==> config.mk <==
export PLATFORM = sky130hd
export DESIGN_NAME = multicycle_controller
export DESIGN_NICKNAME = d
export VERILOG_FILES = /design/src/rtl/mips_pkg.sv /design/src/rtl/aludec.sv /design/src/rtl/multicycle_controller.sv
export SDC_FILE = /design/constraint.sdc
export NUM_CORES = 1
export LEC_CHECK = 0
export CAP_MARGIN = 5
export CORE_UTILIZATION = 43
export CTS_BUF_LIST = sky130_fd_sc_hd__clkbuf_2
export DETAILED_ROUTE_END_ITERATION = 6
export PLACE_DENSITY = 0.87
export SYNTH_ARGS = -nofsm -noshare
export SYNTH_HDL_FRONTEND = slang
export SYNTH_HIERARCHICAL = 1
export SYNTH_SLANG_ARGS = --single-unit
==> constraint.sdc <==
create_clock -name clk -period 4 [get_ports clk]
set_clock_uncertainty 0.1 [all_clocks]
set_input_delay 0.4 -clock clk [delete_from_list [all_inputs] [get_ports clk]]
set_output_delay 0.4 -clock clk [all_outputs]
set_load 0.005 [all_outputs]
==> src/rtl/mips_pkg.sv <==
// rtl/mips_pkg.sv - shared MIPS encodings, ALU codes and multicycle state type
package mips_pkg;

  // Opcodes, instr[31:26]
  localparam logic [5:0] OP_RTYPE = 6'b000000;
  localparam logic [5:0] OP_LW    = 6'b100011;
  localparam logic [5:0] OP_SW    = 6'b101011;
  localparam logic [5:0] OP_BEQ   = 6'b000100;
  localparam logic [5:0] OP_ADDI  = 6'b001000;
  localparam logic [5:0] OP_J     = 6'b000010;

  // R-type function codes, instr[5:0]
  localparam logic [5:0] F_ADD = 6'b100000;
  localparam logic [5:0] F_SUB = 6'b100010;
  localparam logic [5:0] F_AND = 6'b100100;
  localparam logic [5:0] F_OR  = 6'b100101;
  localparam logic [5:0] F_SLT = 6'b101010;

  // ALU operation codes
  localparam logic [2:0] ALU_AND = 3'b000;
  localparam logic [2:0] ALU_OR  = 3'b001;
  localparam logic [2:0] ALU_ADD = 3'b010;
  localparam logic [2:0] ALU_SUB = 3'b110;
  localparam logic [2:0] ALU_SLT = 3'b111;

  // Multicycle control states; 12..15 are unused encodings
  typedef enum logic [3:0] {
    S_FETCH   = 4'd0,
    S_DECODE  = 4'd1,
    S_MEMADR  = 4'd2,
    S_MEMRD   = 4'd3,
    S_MEMWB   = 4'd4,
    S_MEMWR   = 4'd5,
    S_EXECUTE = 4'd6,
    S_ALUWB   = 4'd7,
    S_BRANCH  = 4'd8,
    S_ADDIEX  = 4'd9,
    S_ADDIWB  = 4'd10,
    S_JUMP    = 4'd11
  } mc_state_t;

  // Main-control to ALU-decoder operation class
  typedef enum logic [1:0] {
    ALUOP_ADD   = 2'b00,
    ALUOP_SUB   = 2'b01,
    ALUOP_FUNCT = 2'b10,
    ALUOP_RSVD  = 2'b11
  } aluop_t;

endpackage

==> src/rtl/aludec.sv <==
// rtl/aludec.sv - ALU decoder, ALUOp and funct to alucontrol
module aludec
  import mips_pkg::*;
(
  input  aluop_t     aluop,
  input  logic [5:0] funct,
  output logic [2:0] alucontrol
);

  // Unknown funct codes and the reserved ALUOp fall back to add
  always_comb begin
    alucontrol = ALU_ADD;
    case (aluop)
      ALUOP_ADD: alucontrol = ALU_ADD;
      ALUOP_SUB: alucontrol = ALU_SUB;
      ALUOP_FUNCT: begin
        case (funct)
          F_ADD:   alucontrol = ALU_ADD;
          F_SUB:   alucontrol = ALU_SUB;
          F_AND:   alucontrol = ALU_AND;
          F_OR:    alucontrol = ALU_OR;
          F_SLT:   alucontrol = ALU_SLT;
          default: alucontrol = ALU_ADD;
        endcase
      end
      default: alucontrol = ALU_ADD;
    endcase
  end

endmodule

==> src/rtl/multicycle_controller.sv <==
// rtl/multicycle_controller.sv - multicycle MIPS control FSM with ALU decoder
module multicycle_controller
  import mips_pkg::*;
#(
  parameter bit RESET_STATE_DBG = 1'b1
) (
  input  logic       clk,
  input  logic       reset,
  input  logic [5:0] opcode,
  input  logic [5:0] funct,
  input  logic       Zero,
  output logic       IorD,
  output logic       MemWrite,
  output logic       IRWrite,
  output logic       RegDst,
  output logic       MemtoReg,
  output logic       RegWrite,
  output logic       ALUSrcA,
  output logic [1:0] ALUSrcB,
  output logic [2:0] alucontrol,
  output logic [1:0] PCSrc,
  output logic       PCEn,
  output logic       instr_done,
  output logic       illegal_op,
  output logic [3:0] state_dbg
);

  mc_state_t state_q, state_d;
  mc_state_t dec_state;
  aluop_t    aluop;
  logic      pc_write, branch;
  logic      ir_write_raw, mem_write_raw, reg_write_raw, done_raw, illegal_raw;

  // State register; reset forces FETCH even mid-instruction
  always_ff @(posedge clk) begin
    if (reset) state_q <= S_FETCH;
    else       state_q <= state_d;
  end

  // Next-state selection; an undefined opcode in DECODE returns to FETCH and flags it
  always_comb begin
    state_d     = S_FETCH;
    illegal_raw = 1'b0;
    case (state_q)
      S_FETCH: state_d = S_DECODE;
      S_DECODE: begin
        case (opcode)
          OP_LW, OP_SW: state_d = S_MEMADR;
          OP_RTYPE:     state_d = S_EXECUTE;
          OP_BEQ:       state_d = S_BRANCH;
          OP_ADDI:      state_d = S_ADDIEX;
          OP_J:         state_d = S_JUMP;
          default: begin
            state_d     = S_FETCH;
            illegal_raw = 1'b1;
          end
        endcase
      end
      S_MEMADR:  state_d = (opcode == OP_SW) ? S_MEMWR : S_MEMRD;
      S_MEMRD:   state_d = S_MEMWB;
      S_EXECUTE: state_d = S_ALUWB;
      S_ADDIEX:  state_d = S_ADDIWB;
      default:   state_d = S_FETCH;
    endcase
  end

  // While reset is held the datapath sees the FETCH decode
  assign dec_state = reset ? S_FETCH : state_q;

  // Moore output decode; anything not set in a state stays 0
  always_comb begin
    IorD          = 1'b0;
    mem_write_raw = 1'b0;
    ir_write_raw  = 1'b0;
    RegDst        = 1'b0;
    MemtoReg      = 1'b0;
    reg_write_raw = 1'b0;
    ALUSrcA       = 1'b0;
    ALUSrcB       = 2'b00;
    aluop         = ALUOP_ADD;
    PCSrc         = 2'b00;
    pc_write      = 1'b0;
    branch        = 1'b0;
    done_raw      = 1'b0;
    case (dec_state)
      S_FETCH: begin
        ir_write_raw = 1'b1;
        ALUSrcB      = 2'b01;
        pc_write     = 1'b1;
      end
      S_DECODE: ALUSrcB = 2'b11;
      S_MEMADR: begin
        ALUSrcA = 1'b1;
        ALUSrcB = 2'b10;
      end
      S_MEMRD: IorD = 1'b1;
      S_MEMWB: begin
        reg_write_raw = 1'b1;
        MemtoReg      = 1'b1;
        done_raw      = 1'b1;
      end
      S_MEMWR: begin
        IorD          = 1'b1;
        mem_write_raw = 1'b1;
        done_raw      = 1'b1;
      end
      S_EXECUTE: begin
        ALUSrcA = 1'b1;
        aluop   = ALUOP_FUNCT;
      end
      S_ALUWB: begin
        RegDst        = 1'b1;
        reg_write_raw = 1'b1;
        done_raw      = 1'b1;
      end
      S_BRANCH: begin
        ALUSrcA  = 1'b1;
        aluop    = ALUOP_SUB;
        PCSrc    = 2'b01;
        branch   = 1'b1;
        done_raw = 1'b1;
      end
      S_ADDIEX: begin
        ALUSrcA = 1'b1;
        ALUSrcB = 2'b10;
      end
      S_ADDIWB: begin
        reg_write_raw = 1'b1;
        done_raw      = 1'b1;
      end
      S_JUMP: begin
        PCSrc    = 2'b10;
        pc_write = 1'b1;
        done_raw = 1'b1;
      end
      default: ;
    endcase
  end

  aludec u_aludec (
    .aluop      (aluop),
    .funct      (funct),
    .alucontrol (alucontrol)
  );

  // Enables and pulses are suppressed during reset so nothing commits
  assign PCEn       = ~reset & (pc_write | (branch & Zero));
  assign IRWrite    = ~reset & ir_write_raw;
  assign MemWrite   = ~reset & mem_write_raw;
  assign RegWrite   = ~reset & reg_write_raw;
  assign instr_done = ~reset & done_raw;
  assign illegal_op = ~reset & illegal_raw;
  assign state_dbg  = RESET_STATE_DBG ? dec_state : 4'd0;

endmodule

==> reports/metrics.yaml <==
pwr:
  p_per_area_mw_per_mm2: 138
  p_leak_nw: 0.339
  vdd_ir_drop_max_v: 0.0000999
cells_and_area:
  final_cells: 142
  largest_registers: "state_q (4)"
  layout_commonest_cell: "clkdlybuf4s50_1"
  drive_above_1_share_pct: 11.0
  layout.nets: 146
  regMostFlops: "state_q"
  n_fill_cell: 115
  synthToLayoutAreaGrowth_pct: 51.7
  most-common-layout-cells: "35 x clkdlybuf4s50_1, 10 x nor2_1, 8 x nor3_1"
  largest_reg_flops: 4
  diodes: 0
detailed_routing:
  wirelength_um: 1960
  dr_wl_met2_um: 944
  wl_per_cell_um: 13.8
  drt-initial-drc-count: 20
  ant_nets: 0
  vias: 836
  viasPerCell: 5.89
  route.detailed.drc: 0
  highest_layer: "met4"
  firstDrtPassIters: 4
  drt-met1-wl_um: 874
  wl_met3_um: 117
logic_synthesis:
  syn_nets: 112
  seq_area_frac_synth_pct: 12.1
  synthFlopType: "dfxtp_1"
  yosysWarnings: 6
  synth_top_area_share_pct: 12.1
  synth_edf_count: 0
  synth_area_leaders: "dfxtp_1 12%, nor3_1 6.0%, nor2_1 5.7%"
  synth_cell_type_count: 39
  synth_area_per_cell_sq_um: 6.98
  synthCells: 95
  synth_area_sq_um: 663
  synth-async-reset-ratio_pct: 0
  yosys.area.top_type: "dfxtp_1"
  ys_ff_latch: 4
sta:
  tightest_slew_ns: 0.514
  setup_ws_ns: 0.598
  tns_ns: 0
  max_freq_mhz: 294
  hold_viol: 0
  fin_crit_ns: 3.40
  slew_viol_final: 0
  setup_violations: 0
  rsz0062_at_grt: "false"
  fin_crit_sh_pct: 85.1
  worst_slew_margin_rel_pct: 65.7
worst_setup_path:
  r2r_setup_slack_ns: 2.58
  crit_buf_inv: 2
  arrival_ns: 2.90
  crit_type: "primary input to primary output"
  path_cells: "clkdlybuf4s50_1 -> nand2b_1 -> nor3_1 -> ha_1 -> nand4bb_1 -> o22ai_1 -> clkdlybuf4s50_1"
  critPathRequiredTime_ns: 3.50
  startpoint_type: "primary input"
  crit_fanout: 12
  crit_path_frequent_cell: "clkdlybuf4s50_1"
  slowest_delay_ns: 0.61
  setup.worst_path.end_class: "primary output"
  critPathTopFamily: "buffers and inverters"
  slowest_stage: "clkdlybuf4s50_1"
floorplan:
  die_h_um: 41.3
  rows: 13
  die_w_um: 41.3
  io_pins: 36
  start_util_pct: 48.5
  die-area_sq_mm: 0.00170
  core-area_sq_mm: 0.00137
place:
  place_inst: 139
  port_buffers: 35
  place_congestion: 0.795
  place_ws_ns: 0.622
  hpwl_um: 1510
worst_hold_path:
  hold_path.class: "register to register"
global_route:
  grt_max_degree: 15
  grt_overflow: 0
  grt_pass1_wl_um: 2840
  antenna_found_initial: 0
  grt_pass1_vias: 679
  track_usage_pct: 25.8
cts:
  h-tree-depth: 1
  root_buffer: "clkbuf_2"
  clockBufferDepth: 2
  tritoncts: "yes"
  post_cts_buffers: 0
  cts_buffers: 3
  cts_hold_buf: 0
  clock_latency_ns: 0.23
  cts_num_sinks: 4
  clkTransAtPathRegs_ns: 0.05
  cts-resized-gates: 0
status:
  status: "complete, no violations"
run:
  drv_cap: 0
==> synth_stat cells, types with 2 or more instances <==
cell / instances
nor2_1: 10
nor3_1: 8
a21oi_1: 7
nand2_1: 7
inv_1: 5
dfxtp_1: 4
o21ai_0: 4
buf_2: 3
nand3_1: 3
nor2_2: 3
o211ai_1: 3
a211oi_1: 2
a211oi_2: 2
and3b_1: 2
buf_4: 2
ha_1: 2
nand2b_1: 2
nand4bb_1: 2
nor2b_1: 2
nor4_2: 2
xor2_1: 2
==> cells by family (layout without fill, tap and decap cells) <==
kind of cell	Yosys count	in the layout	synth area share [%]
AOI/OAI and AO/OA	23	23	22.6
xor gates and xnor gates	3	3	3.96
adders and majority gates	2	2	3.77
buffers and inverters	12	44	9.62
DFF	4	4	12.1
and+or+nand+nor	51	51	47.9
==> cell type report <==
class / instances / area, sq um / area share [%]
Tap cell: 15 / 18.8 / 1.87
Clock buffer: 3 / 15.0 / 1.49
Timing Repair Buffer: 35 / 350 / 34.8
Sequential cell: 4 / 80.1 / 7.96
Multi-Input combinational cell: 79 / 519 / 51.6
Inverter: 6 / 22.5 / 2.24
==> path summary, 6_finish.rpt <==
path	startpoint	to	cells after the start
setup / recovery	reset	alucontrol[2]	7
hold / removal	state_q[0]$_SDFF_PP0_	state_q[0]$_SDFF_PP0_	1
setup reg to reg	state_q[0]$_SDFF_PP0_	state_q[1]$_SDFF_PP0_	4
hold reg to reg	state_q[0]$_SDFF_PP0_	state_q[0]$_SDFF_PP0_	1
==> report_power, final <==
group	internal (mW)	switching (mW)
logic	0.0316	0.0226
clock network	0.0201	0.0195
registers	0.0413	0.00403
total	0.0930	0.0461
==> stage by stage <==
step | power [mW] | cell area (sq um) | hold slack (ns) | utilization, %
2_1_floorplan | 0.0701 | 663 | 0.403 | -
3_3_place_gp | 0.0982 | 991 | 0.492 | 72.5
3_5_place_dp | 0.0997 | 991 | 0.500 | 72.5
4_1_cts | 0.140 | 1010 | 0.514 | 73.6
5_1_grt | 0.148 | 1010 | 0.567 | 73.6
6_report | 0.139 | 1010 | 0.521 | 73.6
==> metal layers <==
layer	track usage, %	up-vias
met5	0	-
met4	7.26	0
met2	45.3	36
met3	8.70	3
li1	-	413
met1	29.3	384
Power figures use the tool's default switching activity.
